$ cat src/rtl/mips_decode_stage.sv
// MIPS ID stage: IF/ID register, control decode, sign extension,
// load-use stall detection with bubble insertion, and branch flush.
module mips_decode_stage #(
    parameter int DW  = 32,
    parameter int RAW = 5
) (
    input  logic           clk,
    input  logic           reset,
    input  logic           if_valid,
    input  logic [DW-1:0]  if_instr,
    input  logic [DW-1:0]  if_pc4,
    input  logic           flush,
    output logic [RAW-1:0] rf_read1,
    output logic [RAW-1:0] rf_read2,
    input  logic [DW-1:0]  rf_data1,
    input  logic [DW-1:0]  rf_data2,
    output logic           stall,
    output logic           ex_valid,
    output logic [DW-1:0]  ex_pc4,
    output logic [DW-1:0]  ex_data1,
    output logic [DW-1:0]  ex_data2,
    output logic [DW-1:0]  ex_imm,
    output logic [RAW-1:0] ex_rs,
    output logic [RAW-1:0] ex_rt,
    output logic [RAW-1:0] ex_rd,
    output logic           ex_regdst,
    output logic           ex_alusrc,
    output logic           ex_memtoreg,
    output logic           ex_regwrite,
    output logic           ex_memread,
    output logic           ex_memwrite,
    output logic           ex_branch,
    output logic [1:0]     ex_aluop
);

    localparam logic [5:0] OP_RTYPE = 6'h00;
    localparam logic [5:0] OP_LW    = 6'h23;
    localparam logic [5:0] OP_SW    = 6'h2B;
    localparam logic [5:0] OP_BEQ   = 6'h04;
    localparam logic [5:0] OP_ADDI  = 6'h08;

    // Control vector layout: {regdst, alusrc, memtoreg, regwrite,
    //                         memread, memwrite, branch, aluop[1:0]}
    localparam int CW = 9;
    localparam int C_MEMREAD = 4;

    // IF/ID register
    logic           ifid_valid_q, ifid_valid_d;
    logic [DW-1:0]  ifid_instr_q, ifid_instr_d;
    logic [DW-1:0]  ifid_pc4_q,   ifid_pc4_d;

    // ID/EX register
    logic           ex_valid_q, ex_valid_d;
    logic [DW-1:0]  ex_pc4_q,   ex_pc4_d;
    logic [DW-1:0]  ex_data1_q, ex_data1_d;
    logic [DW-1:0]  ex_data2_q, ex_data2_d;
    logic [DW-1:0]  ex_imm_q,   ex_imm_d;
    logic [RAW-1:0] ex_rs_q,    ex_rs_d;
    logic [RAW-1:0] ex_rt_q,    ex_rt_d;
    logic [RAW-1:0] ex_rd_q,    ex_rd_d;
    logic [CW-1:0]  ex_ctrl_q,  ex_ctrl_d;

    // Decoded fields of the instruction currently in IF/ID
    logic [5:0]     opcode;
    logic [RAW-1:0] dec_rs, dec_rt, dec_rd;
    logic [DW-1:0]  dec_imm;
    logic [CW-1:0]  dec_ctrl;
    logic           uses_rt;
    logic           rt_match;

    assign opcode  = ifid_instr_q[31:26];
    assign dec_rs  = ifid_instr_q[25:21];
    assign dec_rt  = ifid_instr_q[20:16];
    assign dec_rd  = ifid_instr_q[15:11];
    assign dec_imm = {{(DW-16){ifid_instr_q[15]}}, ifid_instr_q[15:0]};

    assign rf_read1 = dec_rs;
    assign rf_read2 = dec_rt;

    // Opcode to control bits; unknown opcodes behave as architectural NOPs
    always_comb begin
        dec_ctrl = '0;
        uses_rt  = 1'b0;
        case (opcode)
            OP_RTYPE: begin
                dec_ctrl = 9'b1_0_0_1_0_0_0_10;
                uses_rt  = 1'b1;
            end
            OP_LW:    dec_ctrl = 9'b0_1_1_1_1_0_0_00;
            OP_SW: begin
                dec_ctrl = 9'b0_1_0_0_0_1_0_00;
                uses_rt  = 1'b1;
            end
            OP_BEQ: begin
                dec_ctrl = 9'b0_0_0_0_0_0_1_01;
                uses_rt  = 1'b1;
            end
            OP_ADDI:  dec_ctrl = 9'b0_1_0_1_0_0_0_00;
            default: begin
                dec_ctrl = '0;
                uses_rt  = 1'b0;
            end
        endcase
    end

    // Load-use hazard: the load in EX writes a register this instruction
    // reads; $0 is never a real dependency. A flush makes the stall moot.
    always_comb begin
        rt_match = (ex_rt_q == dec_rs) | (uses_rt & (ex_rt_q == dec_rt));
        stall    = ifid_valid_q & ex_valid_q & ex_ctrl_q[C_MEMREAD]
                 & (ex_rt_q != '0) & rt_match & ~flush;
    end

    // IF/ID next state: flush kills, stall holds, otherwise load from IF
    always_comb begin
        ifid_valid_d = ifid_valid_q;
        ifid_instr_d = ifid_instr_q;
        ifid_pc4_d   = ifid_pc4_q;
        if (flush) begin
            ifid_valid_d = 1'b0;
            ifid_instr_d = '0;
            ifid_pc4_d   = '0;
        end else if (!stall) begin
            ifid_valid_d = if_valid;
            ifid_instr_d = if_instr;
            ifid_pc4_d   = if_pc4;
        end
    end

    // ID/EX next state: bubble on flush, stall or an empty IF/ID slot
    always_comb begin
        ex_valid_d = 1'b0;
        ex_pc4_d   = '0;
        ex_data1_d = '0;
        ex_data2_d = '0;
        ex_imm_d   = '0;
        ex_rs_d    = '0;
        ex_rt_d    = '0;
        ex_rd_d    = '0;
        ex_ctrl_d  = '0;
        if (!flush && !stall && ifid_valid_q) begin
            ex_valid_d = 1'b1;
            ex_pc4_d   = ifid_pc4_q;
            ex_data1_d = rf_data1;
            ex_data2_d = rf_data2;
            ex_imm_d   = dec_imm;
            ex_rs_d    = dec_rs;
            ex_rt_d    = dec_rt;
            ex_rd_d    = dec_rd;
            ex_ctrl_d  = dec_ctrl;
        end
    end

    // Pipeline registers with synchronous reset
    always_ff @(posedge clk) begin
        if (reset) begin
            ifid_valid_q <= 1'b0;
            ifid_instr_q <= '0;
            ifid_pc4_q   <= '0;
            ex_valid_q   <= 1'b0;
            ex_pc4_q     <= '0;
            ex_data1_q   <= '0;
            ex_data2_q   <= '0;
            ex_imm_q     <= '0;
            ex_rs_q      <= '0;
            ex_rt_q      <= '0;
            ex_rd_q      <= '0;
            ex_ctrl_q    <= '0;
        end else begin
            ifid_valid_q <= ifid_valid_d;
            ifid_instr_q <= ifid_instr_d;
            ifid_pc4_q   <= ifid_pc4_d;
            ex_valid_q   <= ex_valid_d;
            ex_pc4_q     <= ex_pc4_d;
            ex_data1_q   <= ex_data1_d;
            ex_data2_q   <= ex_data2_d;
            ex_imm_q     <= ex_imm_d;
            ex_rs_q      <= ex_rs_d;
            ex_rt_q      <= ex_rt_d;
            ex_rd_q      <= ex_rd_d;
            ex_ctrl_q    <= ex_ctrl_d;
        end
    end

    assign ex_valid    = ex_valid_q;
    assign ex_pc4      = ex_pc4_q;
    assign ex_data1    = ex_data1_q;
    assign ex_data2    = ex_data2_q;
    assign ex_imm      = ex_imm_q;
    assign ex_rs       = ex_rs_q;
    assign ex_rt       = ex_rt_q;
    assign ex_rd       = ex_rd_q;
    assign ex_regdst   = ex_ctrl_q[8];
    assign ex_alusrc   = ex_ctrl_q[7];
    assign ex_memtoreg = ex_ctrl_q[6];
    assign ex_regwrite = ex_ctrl_q[5];
    assign ex_memread  = ex_ctrl_q[4];
    assign ex_memwrite = ex_ctrl_q[3];
    assign ex_branch   = ex_ctrl_q[2];
    assign ex_aluop    = ex_ctrl_q[1:0];

endmodule

$ cat config.mk
export PLATFORM = sky130hd
export DESIGN_NAME = mips_decode_stage
export DESIGN_NICKNAME = d
export VERILOG_FILES = /design/src/rtl/mips_decode_stage.sv
export SDC_FILE = /design/constraint.sdc
export NUM_CORES = 1
export LEC_CHECK = 0
export CAP_MARGIN = 15
export CORE_MARGIN = 5
export CORE_UTILIZATION = 39
export DETAILED_ROUTE_END_ITERATION = 12
export PLACE_DENSITY = 0.83
export SETUP_SLACK_MARGIN = 0.05
export SYNTH_ARGS = -nofsm -noshare
export SYNTH_HDL_FRONTEND = slang
export SYNTH_SLANG_ARGS = --single-unit
$ cat constraint.sdc
create_clock -name clk -period 4.5 [get_ports clk]
set_clock_uncertainty 0.15 [all_clocks]
set_input_delay 1.35 -clock clk [delete_from_list [all_inputs] [get_ports clk]]
set_output_delay 1.35 -clock clk [all_outputs]
set_load 0.01 [all_outputs]
==> run_results.csv, run 1 <==
group,metric,value,unit
sta,worst_slew_margin_rel,47.54,%
sta,final_hold_viol_count,0,
worst_hold_path,whs_endpoint,"ex_imm[13]",
synthesis,synth_warnings,0,
placement,port_buffers,295,
synthesis,compound_cell_area_share_of_the_yosys_netlist,10.25,%
placement,placed_cells_incl_taps,1074,
sta,grt_setup_unrepaired,"no",
critical_path,r2r_setup_slack,1.91,ns
critical_path,crit_required,3.00,ns
global_routing,grt_pass1_vias,5044,
clock_tree,cts_max_path_buffers,2,
power_and_ir_drop,power.ir.vdd_worst,255.1,uV
clock_tree,clk_transition_reported_paths,0.07,ns
sta,worst-slew-pin-transition,0.7868,ns
drt,wl_met2,9227,um
power_and_ir_drop,power.static_leakage,3.896,nW
critical_path,worstReg2RegEnd,"ifid_instr_q[26]",
synthesis,synth_cells,634,
global_routing,grt_start_max_net_pins,91,
synthesis,synth_area_leader_cell,"sky130_fd_sc_hd__dfxtp_1",
drt,post-route-drc-count,0,
global_routing,total_grt_usage,18.27,%
synthesis,synthDistinctLibCells,28,
floorplanning,io_pins,296,
clock_tree,clock_insertion_delay_worst_skew,0.42,ns
clock_tree,num_cts_buffers,17,
floorplanning,die-height,139.4,um
global_routing,grt_first_pass_wirelength,28020,um
worst_hold_path,hold_path_startpoint,"ifid_instr_q[13]",
synthesis,muxShareOfSynthArea,0,%
synthesis,synthSimpleGateAreaFrac,21.23,%
placement,hpwlAfterDp,12920,um
final_layout,syn2layout_area_growth,52.45,%
drt,finalWirelength,18390,um
clock_tree,cts_repair_resizes,0,
clock_tree,tritoncts,"done",
worst_hold_path,hold_depth,1,
floorplanning,initial_utilization,39.52,%
synthesis,postSynth.topFlopCell,"sky130_fd_sc_hd__dfxtp_1",
worst_hold_path,worstHoldPathType,"flip-flop to flip-flop",
final_layout,fin_nets,1005,
synthesis,ys_top_cells_by_area,"sky130_fd_sc_hd__dfxtp_1 (59%), sky130_fd_sc_hd__and2_1 (7.1%), sky130_fd_sc_hd__and2_4 (6.7%)",
critical_path,critPathArrivalTime,2.51,ns
drt,drt_iter0_markers,219,
synthesis,post_synth.cell_area_avg,10.30,um^2
clock_tree,cts.hold.buffers_added,0,
sta,timing.setup.tns,0,ns
drt,drt_first_pass_iters,4,
status,outcome,"completed",
synthesis,synth.top_cell.area_share,59.46,%
clock_tree,ctsRootBufferMaster,"sky130_fd_sc_hd__clkbuf_16",
final_layout,final.fill_count,1401,
global_routing,initial_antenna_violation_count,0,
floorplanning,die_x,139.4,um
drt,ant_nets,0,
synthesis,synth_top_family_by_area,"simple AND/OR/NAND/NOR gates",
sta,fin_crit_sh,89.15,%
final_layout,non_filler_cells_in_the_finished_layout,1106,
sta,finalSetupViolations,0,
synthesis,postSynthRegisterBits,194,
synthesis,synth-adder-area-share,0,%
critical_path,critPathLaunchType,"input pin",
sta,final.min_clock_period,4.012,ns
global_routing,grt_remaining_overflow,0,
critical_path,regToRegStartpoint,"ifid_instr_q[20]",
floorplanning,design.core.area,16520,um^2
critical_path,reg2regPathDepth,6,
placement,finalWeightedCongestion,0.8009,
drt,sum_of_routed_wire_segments_on_met1,7289,um
drt,wl_per_cell,16.63,um
drt,detail_route.vias_per_cell,4.662,
synthesis,synthesis.area,6531,um^2
synthesis,postSynthNetCount,766,
drt,route.met3.wl,1632,um
clock_tree,htree_levels,4,
power_and_ir_drop,power_density,359.7,nW/um^2
clock_tree,post_cts_setup_buffer_count,0,
floorplanning,num_rows,47,
sta,timing.fmax,249.3,MHz
final_layout,layout_common_cells,"sky130_fd_sc_hd__clkdlybuf4s50_1 (295), sky130_fd_sc_hd__dfxtp_1 (194), sky130_fd_sc_hd__and2_1 (74)",
final_layout,insertedDiodeCount,0,
synthesis,ys_async_sr_fraction,0,%
synthesis,synth-xor-area-share,1.341,%
drt,top_metal_used,"met4",
final_layout,drive_above_1_share,10.50,%
run,cap_violations,0,
sta,maxSlewViolCount,0,
clock_tree,clock_sink_count,194,
floorplanning,die_area,19440,um^2
drt,dr_total_vias,5156,
critical_path,setup.worst_path.end_class,"output pin",
critical_path,timing.setup.critical_path_class,"input pin to output pin",
critical_path,path_max_fanout,3,
synthesis,synth_edf_count,0,
final_layout,layout_commonest_cell,"sky130_fd_sc_hd__clkdlybuf4s50_1",
synthesis,synth.yosys.seq_area_share,59.46,%
-- cells by family after synthesis --
| group | after synthesis |
|---|---|
| buf+inv | 83 |
| simple gates | 214 |
| flops | 194 |
| compound gates | 133 |
| xor+xnor | 10 |
-- Yosys cell counts, types with 3 or more instances --
library cell / n
sky130_fd_sc_hd__and2_4: 50
sky130_fd_sc_hd__a21oi_1: 65
sky130_fd_sc_hd__buf_1: 5
sky130_fd_sc_hd__dfxtp_1: 194
sky130_fd_sc_hd__buf_4: 36
sky130_fd_sc_hd__and2_1: 74
sky130_fd_sc_hd__clkbuf_1: 25
sky130_fd_sc_hd__nor2_1: 3
sky130_fd_sc_hd__nor4_1: 5
sky130_fd_sc_hd__xor2_1: 8
sky130_fd_sc_hd__o21ai_0: 66
sky130_fd_sc_hd__nand3_1: 66
sky130_fd_sc_hd__buf_2: 10
sky130_fd_sc_hd__nand2_1: 3
sky130_fd_sc_hd__buf_6: 6
-- area by class of cell --
class                      count  area, um^2  area share [%]
inverter                       1       3.754         0.03770
sequential                   194        3884           39.00
clock inverter                13       197.7           1.985
multi-input combinational    357        2146           21.55
timing repair buffer         302        3018           30.31
tap                          220       275.3           2.765
clock buffer                  19       432.9           4.348
-- power by group --
part	internal (W)	switching (W)	leakage (nW)
clock	0.000944	0.000668	0.309
combinational	0.000145	0.0000617	2.01
sequential	0.00175	0.0000161	1.57
-- layer usage --
metal | vias to the layer above | GRT usage, %
met5 | - | 0
met4 | 0 | 4.789
met3 | 17 | 7.101
met2 | 214 | 31.70
met1 | 2376 | 21.10
li1 | 2549 | -
-- worst max-delay path, stage by stage --
cell and delay [ns]:
sky130_fd_sc_hd__clkdlybuf4s50_1 0.45, sky130_fd_sc_hd__a21oi_1 0.15, sky130_fd_sc_hd__clkdlybuf4s50_1 0.56
-- flip-flops by register name, summed over array words and instances (netlist names) --
register      count
ex_data1         32
ex_data2         32
ifid_pc4_q       32
ex_ctrl_q         6
ex_pc4           32
ex_imm           16
ex_rt             5
ex_valid          1
ifid_instr_q     32
ex_rs             5
ifid_valid_q      1
-- worst max path at each step --
| stage | slack (ns) | startpoint | end | cells past startpoint |
|---|---|---|---|---|
| final | 0.49 | flush | stall | 3 |
| after global routing | 0.42 | flush | stall | 3 |
| after CTS | 0.49 | flush | stall | 3 |
| after detailed placement | 0.50 | flush | stall | 3 |
| after global placement | 0.50 | flush | stall | 3 |
| after floorplan | 1.43 | ex_rt[4] | stall | 6 |
-- through the flow --
| step | total power (W) | worst slack [ns] | hold slack, ns | utilization [%] | cell area [um^2] |
|---|---|---|---|---|---|
| after floorplan | 0.001863 | 1.431 | 0.2729 | - | 6531 |
| after global placement | 0.002005 | 0.4968 | 0.2776 | 56.44 | 9326 |
| after detailed placement | 0.002010 | 0.4987 | 0.2848 | 56.44 | 9326 |
| after CTS | 0.003617 | 0.4863 | 0.2992 | 60.26 | 9957 |
| after global routing | 0.003705 | 0.4237 | 0.3103 | 60.26 | 9957 |
| final | 0.003582 | 0.4883 | 0.2870 | 60.26 | 9957 |
Note: power is estimated with default switching activity, not from simulation.
==> run 2, diff against run 1 <==
- REMOVE_ABC_BUFFERS: unset -> 1
==> run_results.csv, run 2 (synthesis results as in run 1) <==
group,metric,value,unit
status,outcome,"completed",
sta,maxSlewViolCount,0,
power_and_ir_drop,power_density,345.4,nW/um^2
final_layout,fin_nets,1006,
sta,worst_slew_margin_rel,48.35,%
worst_hold_path,hold_path_startpoint,"ifid_instr_q[4]",
final_layout,layout_common_cells,"sky130_fd_sc_hd__clkdlybuf4s50_1 (295), sky130_fd_sc_hd__dfxtp_1 (194), sky130_fd_sc_hd__and2_1 (74)",
final_layout,drive_above_1_share,10.71,%
global_routing,total_grt_usage,17.48,%
critical_path,regToRegStartpoint,"ex_rt[4]",
sta,final.min_clock_period,3.952,ns
worst_hold_path,worstHoldPathType,"flip-flop to flip-flop",
floorplanning,die_area,19440,um^2
clock_tree,clk_transition_reported_paths,0.07,ns
clock_tree,cts_repair_resizes,0,
critical_path,critPathLaunchType,"input pin",
drt,finalWirelength,18080,um
critical_path,path_max_fanout,3,
drt,drt_iter0_markers,128,
global_routing,initial_antenna_violation_count,1,
clock_tree,num_cts_buffers,17,
clock_tree,cts_max_path_buffers,2,
final_layout,insertedDiodeCount,0,
floorplanning,die-height,139.4,um
final_layout,syn2layout_area_growth,51.69,%
run,cap_violations,0,
drt,detail_route.vias_per_cell,4.676,
drt,wl_per_cell,16.33,um
global_routing,grtUsageMet1,20.37,%
global_routing,grt_remaining_overflow,0,
clock_tree,cts.hold.buffers_added,0,
sta,timing.setup.tns,0,ns
global_routing,grt_first_pass_wirelength,27010,um
drt,ant_nets,0,
floorplanning,initial_utilization,39.52,%
clock_tree,htree_levels,4,
global_routing,grtUsageMet2,30.46,%
global_routing,grt.busiest_layer,"met2",
clock_tree,clock_insertion_delay_worst_skew,0.42,ns
clock_tree,tritoncts,"done",
floorplanning,design.core.area,16520,um^2
final_layout,layout_commonest_cell,"sky130_fd_sc_hd__clkdlybuf4s50_1",
drt,drt_first_pass_iters,4,
critical_path,cpMaxStageDelayCell,"sky130_fd_sc_hd__clkdlybuf4s50_1",
placement,hpwlAfterDp,12630,um
critical_path,worstPathCellList,"clkdlybuf4s50_1, a21oi_1, clkdlybuf4s50_1",
sta,finalSetupViolations,0,
placement,finalWeightedCongestion,0.7793,
global_routing,grt_util_met3,4.940,%
critical_path,critPathArrivalTime,2.45,ns
power_and_ir_drop,power.static_leakage,3.869,nW
sta,worst-slew-pin-transition,0.7747,ns
final_layout,layout.cell_area.non_filler,9907,um^2
critical_path,crit_required,3.00,ns
critical_path,critPathLaunch,"flush",
critical_path,worstReg2RegEnd,"ifid_pc4_q[27]",
sta,grt_setup_unrepaired,"no",
final_layout,final.fill_count,1359,
critical_path,cp_max_stage_delay,0.55,ns
power_and_ir_drop,power.ir.vdd_worst,232.9,uV
clock_tree,clock_sink_count,194,
global_routing,grt_start_max_net_pins,100,
floorplanning,io_pins,296,
critical_path,timing.critical_path.to,"stall",
floorplanning,num_rows,47,
clock_tree,ctsRootBufferMaster,"sky130_fd_sc_hd__clkbuf_16",
sta,final_hold_viol_count,0,
floorplanning,die_x,139.4,um
critical_path,timing.setup.critical_path_class,"input pin to output pin",
sta,fin_crit_sh,87.83,%
placement,port_buffers,295,
clock_tree,post_cts_setup_buffer_count,0,
critical_path,setup.worst_path.end_class,"output pin",
critical_path,r2r_setup_slack,1.89,ns
global_routing,grt_pass1_vias,4918,
drt,dr_total_vias,5176,
sta,timing.fmax,253.0,MHz
critical_path,reg2regPathDepth,6,
placement,dpl-instance-area,9334,um^2
drt,post-route-drc-count,0,
critical_path,cpMostUsedCell,"sky130_fd_sc_hd__clkdlybuf4s50_1",
run 2: worst max-delay path: cells and delay by family:
family / cells / cell delay [ns]
compound gates: 1 / 0.12
buf+inv: 2 / 0.98
run 2: worst min path at each step:
stage,endpoint,slack [ns],cells past startpoint
after CTS,ex_pc4[28],0.30,1
after global placement,ex_imm[4],0.28,1
after floorplan,ex_imm[0],0.27,1
after global routing,ex_imm[0],0.31,1
final,ex_imm[4],0.30,1
after detailed placement,ex_pc4[28],0.28,1
run 2: per-stage QoR:
stage | setup slack (ns) | std cells | util (%) | hold slack (ns) | power [W]
floorplan | 0.1274 | 552 | - | 0.2729 | 0.001854
global placement | 0.5327 | 1075 | 56.49 | 0.2787 | 0.002003
detailed placement | 0.5287 | 1075 | 56.49 | 0.2832 | 0.002008
CTS | 0.5357 | 1107 | 59.95 | 0.3005 | 0.003466
global route | 0.4967 | 1107 | 59.95 | 0.3078 | 0.003555
finish | 0.5479 | 1107 | 59.95 | 0.2979 | 0.003422
run 2: area by class of cell:
cell class | instances | area (um^2) | area share (%)
Tap cell | 220 | 275.3 | 2.778
Sequential cell | 194 | 3884 | 39.20
Clock inverter | 14 | 143.9 | 1.452
Timing Repair Buffer | 303 | 3025 | 30.54
Inverter | 1 | 3.754 | 0.03789
Clock buffer | 18 | 429.2 | 4.332
Multi-Input combinational cell | 357 | 2146 | 21.66
run 2: where the power goes:
part / internal (W) / switching [W]
clock network: 0.000741 / 0.000713
logic: 0.000145 / 0.0000609
registers: 0.00175 / 0.0000150
total: 0.00263 / 0.000789
run 2: layer usage:
| metal | routed length (um) | part of all wire (%) | up-vias |
|---|---|---|---|
| met5 | 13 | 0.072 | - |
| met4 | 405 | 2.2 | 2 |
| met3 | 1209 | 6.7 | 28 |
| met2 | 9086 | 50 | 205 |
| met1 | 7363 | 41 | 2393 |
| li1 | - | - | 2548 |
==> run 3, diff against run 2 <==
- MAX_ROUTING_LAYER: unset -> met4
==> run_results.csv, run 3 (synthesis results as in run 1) <==
group,metric,value,unit
critical_path,timing.setup.critical_path_class,"input pin to output pin",
clock_tree,clk_transition_reported_paths,0.07,ns
sta,maxSlewViolCount,0,
drt,post-route-drc-count,0,
critical_path,path_max_fanout,3,
critical_path,regToRegStartpoint,"ex_rt[4]",
final_layout,syn2layout_area_growth,51.72,%
global_routing,grt_remaining_overflow,0,
final_layout,non_filler_cells_in_the_finished_layout,1108,
floorplanning,io_pins,296,
final_layout,layout_commonest_cell,"sky130_fd_sc_hd__clkdlybuf4s50_1",
placement,dpl_worst_slack,0.5287,ns
critical_path,critPathLaunchType,"input pin",
drt,drt_first_pass_iters,6,
sta,finalSetupViolations,0,
global_routing,initial_antenna_violation_count,1,
clock_tree,tritoncts,"done",
sta,worst_slew_margin_rel,48.24,%
final_layout,fin_nets,1006,
sta,worst-slew-pin-transition,0.7764,ns
critical_path,r2r_setup_slack,1.88,ns
power_and_ir_drop,power_density,345.1,nW/um^2
sta,final.min_clock_period,3.953,ns
critical_path,reg2regPathDepth,6,
critical_path,critPathLaunch,"flush",
floorplanning,die_x,139.4,um
global_routing,grt_first_pass_wirelength,26950,um
clock_tree,ctsRootBufferMaster,"sky130_fd_sc_hd__clkbuf_16",
drt,detail_route.vias_per_cell,4.654,
placement,placed_cells_incl_taps,1075,
drt,drt_iter0_markers,155,
worst_hold_path,worstHoldPathType,"flip-flop to flip-flop",
sta,timing.setup.tns,0,ns
sta,fin_ws,0.5469,ns
final_layout,final.fill_count,1359,
power_and_ir_drop,power.static_leakage,3.869,nW
final_layout,layout_common_cells,"sky130_fd_sc_hd__clkdlybuf4s50_1 (295), sky130_fd_sc_hd__dfxtp_1 (194), sky130_fd_sc_hd__and2_1 (74)",
clock_tree,post_cts_setup_buffer_count,0,
clock_tree,cts_repair_resizes,0,
clock_tree,cts.hold.buffers_added,0,
sta,timing.fmax,253.0,MHz
sta,final_hold_viol_count,0,
drt,ant_nets,0,
clock_tree,clock_sink_count,194,
critical_path,crit_required,3.00,ns
final_layout,drive_above_1_share,10.71,%
global_routing,total_grt_usage,17.98,%
floorplanning,num_rows,47,
placement,finalWeightedCongestion,0.7901,
clock_tree,clock_insertion_delay_worst_skew,0.42,ns
clock_tree,htree_levels,4,
critical_path,timing.critical_path.to,"stall",
sta,grt_setup_unrepaired,"no",
floorplanning,die-height,139.4,um
floorplanning,die_area,19440,um^2
run,cap_violations,0,
global_routing,grt_start_max_net_pins,100,
worst_hold_path,hold_path_startpoint,"ifid_pc4_q[28]",
clock_tree,cts_max_path_buffers,2,
clock_tree,num_cts_buffers,17,
placement,hpwlAfterDp,12630,um
floorplanning,initial_utilization,39.52,%
status,outcome,"completed",
power_and_ir_drop,power.ir.vdd_worst,234.7,uV
critical_path,critPathArrivalTime,2.45,ns
global_routing,grt_pass1_vias,4960,
floorplanning,design.core.area,16520,um^2
drt,finalWirelength,18050,um
critical_path,worstReg2RegEnd,"ifid_pc4_q[4]",
drt,wl_per_cell,16.29,um
sta,fin_crit_sh,87.85,%
critical_path,setup.worst_path.end_class,"output pin",
drt,dr_total_vias,5157,
placement,port_buffers,295,
-- run 3: cell count changes in the layout (fill, tap and decap cells not counted), sizes merged --
cell / previous run / this run
diode: 0 / 1
-- run 3: where the power goes --
part           internal, W  switching, W
clock network     0.000741      0.000711
logic             0.000145     0.0000608
registers          0.00175     0.0000151
total              0.00263      0.000787
-- run 3: layout make-up --
| cell class | count | area, um^2 | area share, % |
|---|---|---|---|
| flip-flops and latches | 194 | 3884 | 39.19 |
| well taps | 220 | 275.3 | 2.778 |
| multi-input cells | 357 | 2146 | 21.65 |
| clock buffers | 18 | 429.2 | 4.331 |
| inverters | 1 | 3.754 | 0.03788 |
| clock inverters | 14 | 143.9 | 1.452 |
| repair buffers | 303 | 3025 | 30.53 |
| diodes | 1 | 2.502 | 0.02525 |
-- run 3: critical path: stages --
cell	delay (ns)
sky130_fd_sc_hd__clkdlybuf4s50_1	0.43
sky130_fd_sc_hd__a21oi_1	0.12
sky130_fd_sc_hd__clkdlybuf4s50_1	0.55
-- run 3: layer usage --
| layer | global-route usage (%) | up-vias | wire length (um) |
|---|---|---|---|
| met5 | - | - | 0 |
| met4 | 6.694 | 0 | 484 |
| met3 | 4.631 | 32 | 1185 |
| met2 | 30.71 | 205 | 9046 |
| met1 | 20.31 | 2367 | 7331 |
| li1 | - | 2553 | - |
-- run 3: worst min path at each step --
stage / slack [ns] / end / depth (start not counted)
2_1_floorplan: 0.27 / ex_imm[0] / 1
3_3_place_gp: 0.28 / ex_imm[4] / 1
3_5_place_dp: 0.28 / ex_pc4[28] / 1
4_1_cts: 0.30 / ex_pc4[28] / 1
5_1_grt: 0.31 / ex_imm[0] / 1
6_report: 0.30 / ex_pc4[28] / 1
-- run 3: stage by stage --
step                total power [W]  utilization, %  hold WS (ns)  instance area, um^2
floorplan                  0.001854               -        0.2729                 6031
global placement           0.002003           56.49        0.2787                 9334
detailed placement         0.002008           56.49        0.2832                 9334
CTS                        0.003466           59.95        0.3005                 9907
global route               0.003554           59.97        0.3078                 9910
finish                     0.003419           59.97        0.2988                 9910
